[config.mk]
export PLATFORM = sky130hd
export DESIGN_NAME = mem_port_arbiter
export DESIGN_NICKNAME = d
export VERILOG_FILES = /design/src/rtl/arb_defs.sv /design/src/rtl/arb_wait_counter.sv /design/src/rtl/mem_port_arbiter.sv
export SDC_FILE = /design/constraint.sdc
export NUM_CORES = 1
export LEC_CHECK = 0
export ABC_CLOCK_PERIOD_IN_PS = 1500
export BUFFER_PORTS_ARGS = -buffer_cell sky130_fd_sc_hd__buf_2
export CORE_UTILIZATION = 42
export CTS_CLUSTER_DIAMETER = 30
export DETAILED_ROUTE_END_ITERATION = 12
export PLACE_DENSITY = 0.76
export SETUP_SLACK_MARGIN = 0.05
export SKIP_LAST_GASP = 1
export SYNTH_ARGS = -nofsm -noshare
export SYNTH_HDL_FRONTEND = slang
export SYNTH_SLANG_ARGS = --single-unit
[constraint.sdc]
create_clock -name clk -period 1.5 [get_ports clk]
set_input_delay 0.225 -clock clk [delete_from_list [all_inputs] [get_ports clk]]
set_output_delay 0.225 -clock clk [all_outputs]
set_load 0.02 [all_outputs]
[src/rtl/arb_defs.sv]
// rtl/arb_defs.sv - shared state/owner encodings and sizing helper for the memory port arbiter
package arb_defs;

    typedef enum logic [1:0] {
        ST_IDLE   = 2'd0,
        ST_ACCESS = 2'd1,
        ST_RESP   = 2'd2
    } arb_state_t;

    localparam logic OWN_IF  = 1'b0;
    localparam logic OWN_MEM = 1'b1;

    // Bits needed to hold values 0..max_val, never less than one.
    function automatic int cnt_width(input int max_val);
        return (max_val < 2) ? 1 : $clog2(max_val + 1);
    endfunction

endpackage

[src/rtl/arb_wait_counter.sv]
// rtl/arb_wait_counter.sv - loadable down-counter timing the m_en window of one access
//
// Ports:
//   clk, rst   clock, asynchronous active-low reset
//   load       load load_val (takes priority over dec)
//   load_val   value loaded on load
//   dec        decrement by one, holding at zero
//   zero       count is zero
module arb_wait_counter #(
    parameter int W = 1
) (
    input  logic         clk,
    input  logic         rst,
    input  logic         load,
    input  logic [W-1:0] load_val,
    input  logic         dec,
    output logic         zero
);

    logic [W-1:0] cnt;

    always_ff @(posedge clk or negedge rst) begin
        if (!rst) begin
            cnt <= '0;
        end else if (load) begin
            cnt <= load_val;
        end else if (dec && (cnt != '0)) begin
            cnt <= cnt - W'(1);
        end
    end

    assign zero = (cnt == '0);

endmodule

[src/rtl/mem_port_arbiter.sv]
// rtl/mem_port_arbiter.sv - shares one single-port memory between IF and MEM pipeline stages
//
// Ports:
//   clk, rst                          clock, asynchronous active-low reset
//   if_req/if_addr                    instruction fetch request (held until if_ready)
//   if_ready/if_rdata                 fetch completion pulse and fetched word
//   mem_req/mem_we/mem_addr/mem_wdata data access request (held until mem_ready)
//   mem_ready/mem_rdata               data completion pulse and read data
//   m_en/m_we/m_addr/m_wdata/m_rdata  memory-side interface, m_rdata sampled in last m_en cycle
//   busy                              an access is in flight
//   grant_data                        owner of the current/last access (1 = MEM)
module mem_port_arbiter
    import arb_defs::*;
#(
    parameter int ADDR_W       = 32,
    parameter int DATA_W       = 32,
    parameter int WAIT_CYCLES  = 2,
    parameter int STARVE_LIMIT = 4
) (
    input  logic              clk,
    input  logic              rst,
    input  logic              if_req,
    input  logic [ADDR_W-1:0] if_addr,
    output logic              if_ready,
    output logic [DATA_W-1:0] if_rdata,
    input  logic              mem_req,
    input  logic              mem_we,
    input  logic [ADDR_W-1:0] mem_addr,
    input  logic [DATA_W-1:0] mem_wdata,
    output logic              mem_ready,
    output logic [DATA_W-1:0] mem_rdata,
    output logic              m_en,
    output logic              m_we,
    output logic [ADDR_W-1:0] m_addr,
    output logic [DATA_W-1:0] m_wdata,
    input  logic [DATA_W-1:0] m_rdata,
    output logic              busy,
    output logic              grant_data
);

    localparam int WC_W = cnt_width(WAIT_CYCLES - 1);
    localparam int SC_W = cnt_width(STARVE_LIMIT);
    localparam logic [WC_W-1:0] WAIT_LOAD  = WC_W'(WAIT_CYCLES - 1);
    localparam logic [SC_W-1:0] STARVE_MAX = SC_W'(STARVE_LIMIT);

    arb_state_t      state;
    arb_state_t      state_nxt;
    logic            grant_mem;
    logic            grant_if;
    logic            grant;
    logic            acc_done;
    logic            starve_hit;
    logic            wait_zero;
    logic [SC_W-1:0] starve_cnt;

    // IF is forced only while it is actually waiting and MEM has used up its run.
    assign starve_hit = if_req && (STARVE_LIMIT != 0) && (starve_cnt == STARVE_MAX);
    assign grant      = grant_mem | grant_if;

    arb_wait_counter #(
        .W (WC_W)
    ) u_wait_counter (
        .clk      (clk),
        .rst      (rst),
        .load     (grant),
        .load_val (WAIT_LOAD),
        .dec      (state == ST_ACCESS),
        .zero     (wait_zero)
    );

    always_ff @(posedge clk or negedge rst) begin
        if (!rst) begin
            state <= ST_IDLE;
        end else begin
            state <= state_nxt;
        end
    end

    always_comb begin
        state_nxt = state;
        grant_mem = 1'b0;
        grant_if  = 1'b0;
        acc_done  = 1'b0;
        case (state)
            ST_IDLE: begin
                if (mem_req && !starve_hit) begin
                    grant_mem = 1'b1;
                    state_nxt = ST_ACCESS;
                end else if (if_req) begin
                    grant_if  = 1'b1;
                    state_nxt = ST_ACCESS;
                end
            end
            ST_ACCESS: begin
                if (wait_zero) begin
                    acc_done  = 1'b1;
                    state_nxt = ST_RESP;
                end
            end
            ST_RESP: begin
                state_nxt = ST_IDLE;
            end
            default: begin
                state_nxt = ST_IDLE;
            end
        endcase
    end

    // Ready is raised on the edge that leaves ACCESS so it is high for the
    // single RESP cycle; rdata is written on that same edge.
    always_ff @(posedge clk or negedge rst) begin
        if (!rst) begin
            m_en       <= 1'b0;
            m_we       <= 1'b0;
            m_addr     <= '0;
            m_wdata    <= '0;
            if_ready   <= 1'b0;
            mem_ready  <= 1'b0;
            if_rdata   <= '0;
            mem_rdata  <= '0;
            busy       <= 1'b0;
            grant_data <= OWN_IF;
            starve_cnt <= '0;
        end else begin
            if_ready  <= 1'b0;
            mem_ready <= 1'b0;
            busy      <= (state_nxt != ST_IDLE);

            if (grant_mem) begin
                m_en       <= 1'b1;
                m_we       <= mem_we;
                m_addr     <= mem_addr;
                m_wdata    <= mem_wdata;
                grant_data <= OWN_MEM;
                if (if_req) begin
                    if (starve_cnt != STARVE_MAX) begin
                        starve_cnt <= starve_cnt + SC_W'(1);
                    end
                end else begin
                    starve_cnt <= '0;
                end
            end else if (grant_if) begin
                m_en       <= 1'b1;
                m_we       <= 1'b0;
                m_addr     <= if_addr;
                grant_data <= OWN_IF;
                starve_cnt <= '0;
            end

            if (acc_done) begin
                m_en <= 1'b0;
                m_we <= 1'b0;
                if (grant_data == OWN_MEM) begin
                    mem_ready <= 1'b1;
                    if (!m_we) begin
                        mem_rdata <= m_rdata;
                    end
                end else begin
                    if_ready <= 1'b1;
                    if_rdata <= m_rdata;
                end
            end
        end
    end

endmodule

==> results.json, run 1 <==
{
  "run_status": "finished, violations left",
  "violations": "setup timing",
  "hp-class": "primary input to register",
  "net-switching-power_uw": 8374,
  "preCtsSetupSlack_ps": -160.1,
  "vias_in_the_first_global_route": 5055,
  "worstPathBufferInverterCount": 2,
  "layout.cells.non_filler": 928,
  "area_delta_synth_final_pct": 56.45,
  "finalHoldViolations": 0,
  "clock-root-buffer": "clkbuf_16",
  "synth_area_mm2": 0.005781,
  "finalSetupViolCount": 92,
  "gp_routability_congestion": 0.7856,
  "critical_path.max_fanout": 7,
  "cellInternalPower_uw": 13160,
  "share_comb_of_total_power_pct": 50.0,
  "post_synth_main_area_contributors": "dfrtp_1 61%, mux2_2 19%, o2111ai_1 4.8%",
  "power_switching_share_pct": 38.89,
  "cts.clk_slew.worst_paths_ps": 60,
  "synth.net_count": 567,
  "placement_rows": 42,
  "drt-vias-per-instance": 5.297,
  "kind_of_cell_adding_the_most_delay_to_the_critical_path": "simple AND/OR/NAND/NOR gates",
  "unrepaired_setup_endpoints_after_global_routing": "yes",
  "maxSlewHeadroom_pct": 76.83,
  "place.detailed.hpwl_um": 11130,
  "share_of_final_layout_standard_cells_stronger_than_drive_strength_1_pct": 65.65,
  "synth.avg_cell_area_um2": 13.38,
  "warning_count_from_the_yosys_run": 0,
  "final_max_slew_violation_count": 0,
  "antenna_violating_nets_post_route": 0,
  "post-route-period-util_pct": 111.3,
  "sequential_share_of_the_synthesized_area_pct": 60.61,
  "worst_path_max_delay_cell": "or3b_4",
  "final_period_minus_worst_setup_slack_ps": 1670,
  "achievable-frequency_mhz": 598.8,
  "routed_wirelength_um": 17560,
  "synthesis.instances": 432,
  "ys_types": 31,
  "tritoncts": "yes",
  "drtIter0Drc": 331,
  "setup.worst_path.class": "register to register",
  "drcViolationCount": 0,
  "synth.largest_area_cell": "dfrtp_1",
  "cts_sinks": 140,
  "leakage_uw": 0.004446,
  "critPathCaptureType": "register",
  "critical_path.cell_chain": "or3b_4, nor2_4, buf_4, buf_16, mux2_2",
  "yosysTopAreaCellShare_pct": 60.61,
  "number_of_primary_i_o_pins": 267,
  "source_to_sink_clock_delay_at_the_later_pin_of_the_worst_skew_pair_ps": 410,
  "worstPathRequired_ps": 1790,
  "clock-skew-final_ps": 9.077,
  "clock_tree.htree_level_count": 4,
  "groute.usage.overall_pct": 23.85,
  "cts_inserted_buffers": 17,
  "power.ir.vdd_worst_mv": 0.9898,
  "wl_per_cell_um": 18.92,
  "dieHeight_um": 119.3,
  "number_of_vias_after_detailed_routing": 4916,
  "die-area_mm2": 0.01424,
  "numPortBuffers": 266,
  "grt_first_pass_wirelength_um": 26160,
  "p_per_area_mw_per_mm2": 2381,
  "floorplan.initialDensity_pct": 43.31,
  "antenna_found_initial": 1,
  "dpl.cell_count": 869,
  "drt-pass1-iter-count": 5,
  "global_route.overflow_total": 0,
  "worst_hold_slack_ps": 42.98,
  "maximum_number_of_pins_on_one_net_before_global_route_repair": 42,
  "clk_path_buf_depth": 2,
  "arr_time_crit_path_ps": 1960,
  "worst_pin_slew_ps": 347.6,
  "critPathMaxStageDelay_ps": 430,
  "fin_nets": 873,
  "power.share.sequential_pct": 31.7,
  "fin_ws_ps": -170.0,
  "yosys_register_bits": 140,
  "startpoint_type": "register",
  "floorplan.core_area_mm2": 0.01335,
  "die_w_um": 119.3,
  "maxCapViolCount": 0,
  "power.clock.fraction_pct": 18.3
}
[sequential cells by signal (all words and copies together) (netlist names)]
signal              cells
if_rdata               32
m_addr                 32
m_wdata                32
mem_rdata              32
starve_cnt              3
state                   2
busy                    1
grant_data              1
if_ready                1
m_en                    1
m_we                    1
mem_ready               1
u_wait_counter.cnt      1
[cell usage after synthesis]
library cell	number
buf_2	3
a32o_1	3
nor2b_1	1
ha_1	2
mux2_2	95
or3b_4	1
and3_1	1
a21boi_0	1
buf_4	3
nand2_1	3
o21ai_0	34
buf_6	3
inv_2	1
and2_1	2
o21ai_1	1
nor2_1	2
nor2_2	2
or2_2	1
nand3b_4	1
inv_1	37
nand3_1	2
clkbuf_1	20
a21o_1	1
o2111ai_1	32
nand2b_1	1
dfrtp_1	140
buf_1	4
mux2_1	1
o31ai_1	1
a22o_1	1
o211ai_1	32
[layer usage]
layer  up-vias  GRT usage [%]  routed length, um
met5         -              0                  0
met4         0          8.281                329
met3        30          5.364               1029
met2       252          43.17               9383
met1      2440          27.60               6815
li1       2194              -                  -
[power groups by stage]
stage / logic [uW] / clock network [uW] / registers [uW]
after floorplan: 3410 / 0 / 8920
after global placement: 8510 / 0 / 6640
after detailed placement: 8740 / 0 / 6760
after CTS: 9830 / 4020 / 6730
after global routing: 11300 / 4180 / 7010
final: 10800 / 3940 / 6820
[layout make-up]
cell class / count / area, um2
flip-flops and latches: 140 / 3503
clock buffers: 20 / 446.7
fillers: 970 / 4304
diodes: 1 / 2.502
clock inverters: 12 / 113.9
inverters: 38 / 142.6
multi-input cells: 221 / 2446
repair buffers: 320 / 2168
well taps: 176 / 220.2
[layout by cell type, fill, tap and decap left out, drive strengths merged, types with 2 or more instances in the layout]
| cell type | netlist | final |
|---|---|---|
| buf | 13 | 314 |
| dfrtp | 140 | 140 |
| mux2 | 96 | 96 |
| inv | 38 | 41 |
| o21ai | 35 | 35 |
| o2111ai | 32 | 32 |
| o211ai | 32 | 32 |
| clkbuf | 20 | 25 |
| clkinvlp | 0 | 4 |
| nor2 | 4 | 4 |
| clkinv | 0 | 4 |
| nand2 | 3 | 3 |
| a32o | 3 | 3 |
| nand3 | 2 | 2 |
| and2 | 2 | 2 |
| ha | 2 | 2 |
[what timing repair did]
| item | in CTS | in global routing |
|---|---|---|
| gates cloned | 8 | 5 |
| setup buffers | 12 | 6 |
| pin swaps | 29 | 9 |
| endpoints found under the hold margin | 26 | 0 |
| endpoints found under the setup margin | 134 | 133 |
| gates resized for setup | 69 | 54 |
| hold buffers | 1 | 0 |
[final timing paths]
| path | from | end | slack [ps] | cells after the start |
|---|---|---|---|---|
| min in group asynchronous | rst | m_addr[14] | 270 | 2 |
| worst min-delay path | mem_we | m_we | 40 | 2 |
| worst max-delay path | u_wait_counter.cnt | if_rdata[26] | -170 | 5 |
| max in group asynchronous | rst | m_wdata[26] | 680 | 3 |
| worst max register to register | u_wait_counter.cnt | if_rdata[26] | -170 | 5 |
| worst min register to register | m_en | m_en | 500 | 2 |
[metrics by stage]
| stage | power (uW) | TNS [ps] | instance area (um2) | util, % |
|---|---|---|---|---|
| after CTS | 20580 | -8969 | 8750 | 65.55 |
| after global placement | 15160 | -5046 | 7550 | 56.56 |
| final | 21530 | -8403 | 9044 | 67.75 |
| after global routing | 22540 | -13930 | 9044 | 67.75 |
| after detailed placement | 15510 | -9463 | 7550 | 56.56 |
| after floorplan | 12320 | -3546 | 5908 | - |
[cell families after synthesis]
group           after synthesis  share of synthesized area [%]
flops                       140                          60.61
compound gates              106                          13.10
mux                          96                          18.70
buf+inv                      71                          5.259
simple gates                 17                          1.905
fa+ha+maj                     2                         0.4328
No activity file was read; power rests on OpenSTA's default activity.
==> run 2: changes to the inputs <==
--- a/config.mk
+++ b/config.mk
@@ -5,12 +5,12 @@
 export SDC_FILE = /design/constraint.sdc
 export NUM_CORES = 1
 export LEC_CHECK = 0
-export ABC_CLOCK_PERIOD_IN_PS = 1500
+export ABC_CLOCK_PERIOD_IN_PS = 2000
 export BUFFER_PORTS_ARGS = -buffer_cell sky130_fd_sc_hd__buf_2
-export CORE_UTILIZATION = 42
+export CORE_UTILIZATION = 50
 export CTS_CLUSTER_DIAMETER = 30
 export DETAILED_ROUTE_END_ITERATION = 12
-export PLACE_DENSITY = 0.76
+export PLACE_DENSITY = 0.85
 export SETUP_SLACK_MARGIN = 0.05
 export SKIP_LAST_GASP = 1
 export SYNTH_ARGS = -nofsm -noshare
==> constraint.sdc (replaced) <==
create_clock -name clk -period 2 [get_ports clk]
set_input_delay 0.3 -clock clk [delete_from_list [all_inputs] [get_ports clk]]
set_output_delay 0.3 -clock clk [all_outputs]
set_load 0.02 [all_outputs]
==> results.json, run 2 (synthesis results as in run 1) <==
{
  "source_to_sink_clock_delay_at_the_later_pin_of_the_worst_skew_pair_ps": 410,
  "clock_tree.htree_level_count": 4,
  "critical_path.max_fanout": 32,
  "wl_per_cell_um": 17.96,
  "drcViolationCount": 0,
  "number_of_filler_instances_in_the_final_layout": 764,
  "arr_time_crit_path_ps": 2080,
  "antenna_violating_nets_post_route": 0,
  "p_per_area_mw_per_mm2": 1834,
  "die_w_um": 109.5,
  "power.ir.vdd_worst_mv": 1.143,
  "area_delta_synth_final_pct": 36.99,
  "finalHoldViolations": 0,
  "critPathMaxStageDelay_ps": 440,
  "final_max_slew_violation_count": 0,
  "floorplan.initialDensity_pct": 52.40,
  "worst_path_max_delay_cell": "or3b_4",
  "die-area_mm2": 0.01199,
  "setup.worst_path.class": "register to register",
  "tritoncts": "yes",
  "routed_wirelength_um": 15320,
  "gp_routability_congestion": 0.8132,
  "worst_hold_slack_ps": 116.9,
  "clock-skew-final_ps": 9.661,
  "unrepaired_setup_endpoints_after_global_routing": "no",
  "number_of_vias_after_detailed_routing": 4616,
  "r2r_slack_ps": 210,
  "timing.setup.tns_ps": 0,
  "startpoint_type": "register",
  "grt_first_pass_wirelength_um": 23480,
  "place.detailed.hpwl_um": 10900,
  "dieHeight_um": 109.5,
  "cts_inserted_buffers": 17,
  "fin_ws_ps": 214.8,
  "most_common_cell_after_layout_fill_and_taps_aside": "buf_2",
  "cts_sinks": 140,
  "cts.clk_slew.worst_paths_ps": 60,
  "achievable-frequency_mhz": 560.2,
  "drt-pass1-iter-count": 5,
  "hp-class": "primary input to register",
  "critical_path.cell_chain": "or3b_4, inv_2, nand3b_4, buf_4, mux2_1",
  "vias_in_the_first_global_route": 4756,
  "number_of_primary_i_o_pins": 267,
  "post-route-period-util_pct": 89.26,
  "final_period_minus_worst_setup_slack_ps": 1785,
  "share_of_final_layout_standard_cells_stronger_than_drive_strength_1_pct": 58.20,
  "antenna_found_initial": 1,
  "maxCapViolCount": 0,
  "cts-resized-gates": 0,
  "clk_path_buf_depth": 2,
  "groute.usage.overall_pct": 25.92,
  "finalSetupViolCount": 0,
  "clock-root-buffer": "clkbuf_16",
  "drtIter0Drc": 304,
  "numPortBuffers": 266,
  "drt-vias-per-instance": 5.411,
  "most-common-layout-cells": "265 x buf_2, 140 x dfrtp_1, 95 x mux2_2, 37 x inv_1, 34 x o21ai_0",
  "preCtsSetupSlack_ps": 237.5,
  "worst_pin_slew_ps": 1037,
  "fin_nets": 835,
  "floorplan.core_area_mm2": 0.01103,
  "run_status": "finished, final reports clean",
  "placement_rows": 38,
  "leakage_uw": 0.003905,
  "insertedDiodeCount": 0,
  "maxSlewHeadroom_pct": 30.78,
  "maximum_number_of_pins_on_one_net_before_global_route_repair": 54,
  "critPathCaptureType": "register",
  "global_route.overflow_total": 0,
  "worstPathRequired_ps": 2290
}
[run 2: cell count changes in the layout (fill, tap and decap cells not counted), moves of 8 or more]
cell       change
buf_12        -11
buf_6          -8
mux2_2        +52
mux2_4        -53
o2111ai_1     +32
o2111ai_2     -32
[run 2: metrics by stage]
stage / power, uW / cells / cell area, um2 / util, %
after floorplan: 9003 / 432 / 5781 / -
after global placement: 11020 / 820 / 7289 / 66.08
after detailed placement: 11310 / 820 / 7289 / 66.08
after CTS: 14630 / 853 / 7919 / 71.79
after global routing: 15320 / 853 / 7919 / 71.79
final: 14520 / 853 / 7919 / 71.79
[run 2: worst paths after layout]
kind	cells past startpoint	end	startpoint
min	2	mem_rdata[12]	m_rdata[12]
max in group asynchronous	3	m_addr[9]	rst
max reg2reg	5	mem_rdata[12]	state[1]
min reg2reg	1	mem_rdata[12]	mem_rdata[12]
min in group asynchronous	2	m_wdata[6]	rst
max	5	mem_rdata[12]	state[1]
[run 2: metal layers]
metal	GRT usage (%)	part of all wire [%]	vias to the layer above
met5	0	0.085	-
met2	45.37	51	230
met4	7.905	1.0	2
li1	-	-	2109
met1	30.24	39	2259
met3	8.358	8.9	16
[run 2: repair_timing]
item / in CTS / in global routing
buffers inserted: 0 / 0
hold buffers: 1 / 0
hold endpoints to repair: 47 / 0
[run 2: layout make-up]
cell class | instances | area (um2) | area share, %
Timing Repair Buffer | 282 | 1498 | 18.91
Clock inverter | 12 | 162.7 | 2.054
Multi-Input combinational cell | 221 | 1981 | 25.01
Inverter | 38 | 142.6 | 1.801
Sequential cell | 140 | 3503 | 44.24
Tap cell | 140 | 175.2 | 2.212
Clock buffer | 20 | 456.7 | 5.767
[run 2: power by group]
| group | switching, uW | internal (uW) | total, uW |
|---|---|---|---|
| Combinational | 3700 | 2520 | 6220 |
| Clock | 1220 | 2040 | 3270 |
| Sequential | 765 | 4270 | 5030 |
[run 2: worst max-delay path: cells and delay by family, from the launching register on]
family | cells | cell delay, ps
mux | 1 | 350
buf+inv | 2 | 380
flops | 1 | 420
simple gates | 2 | 510
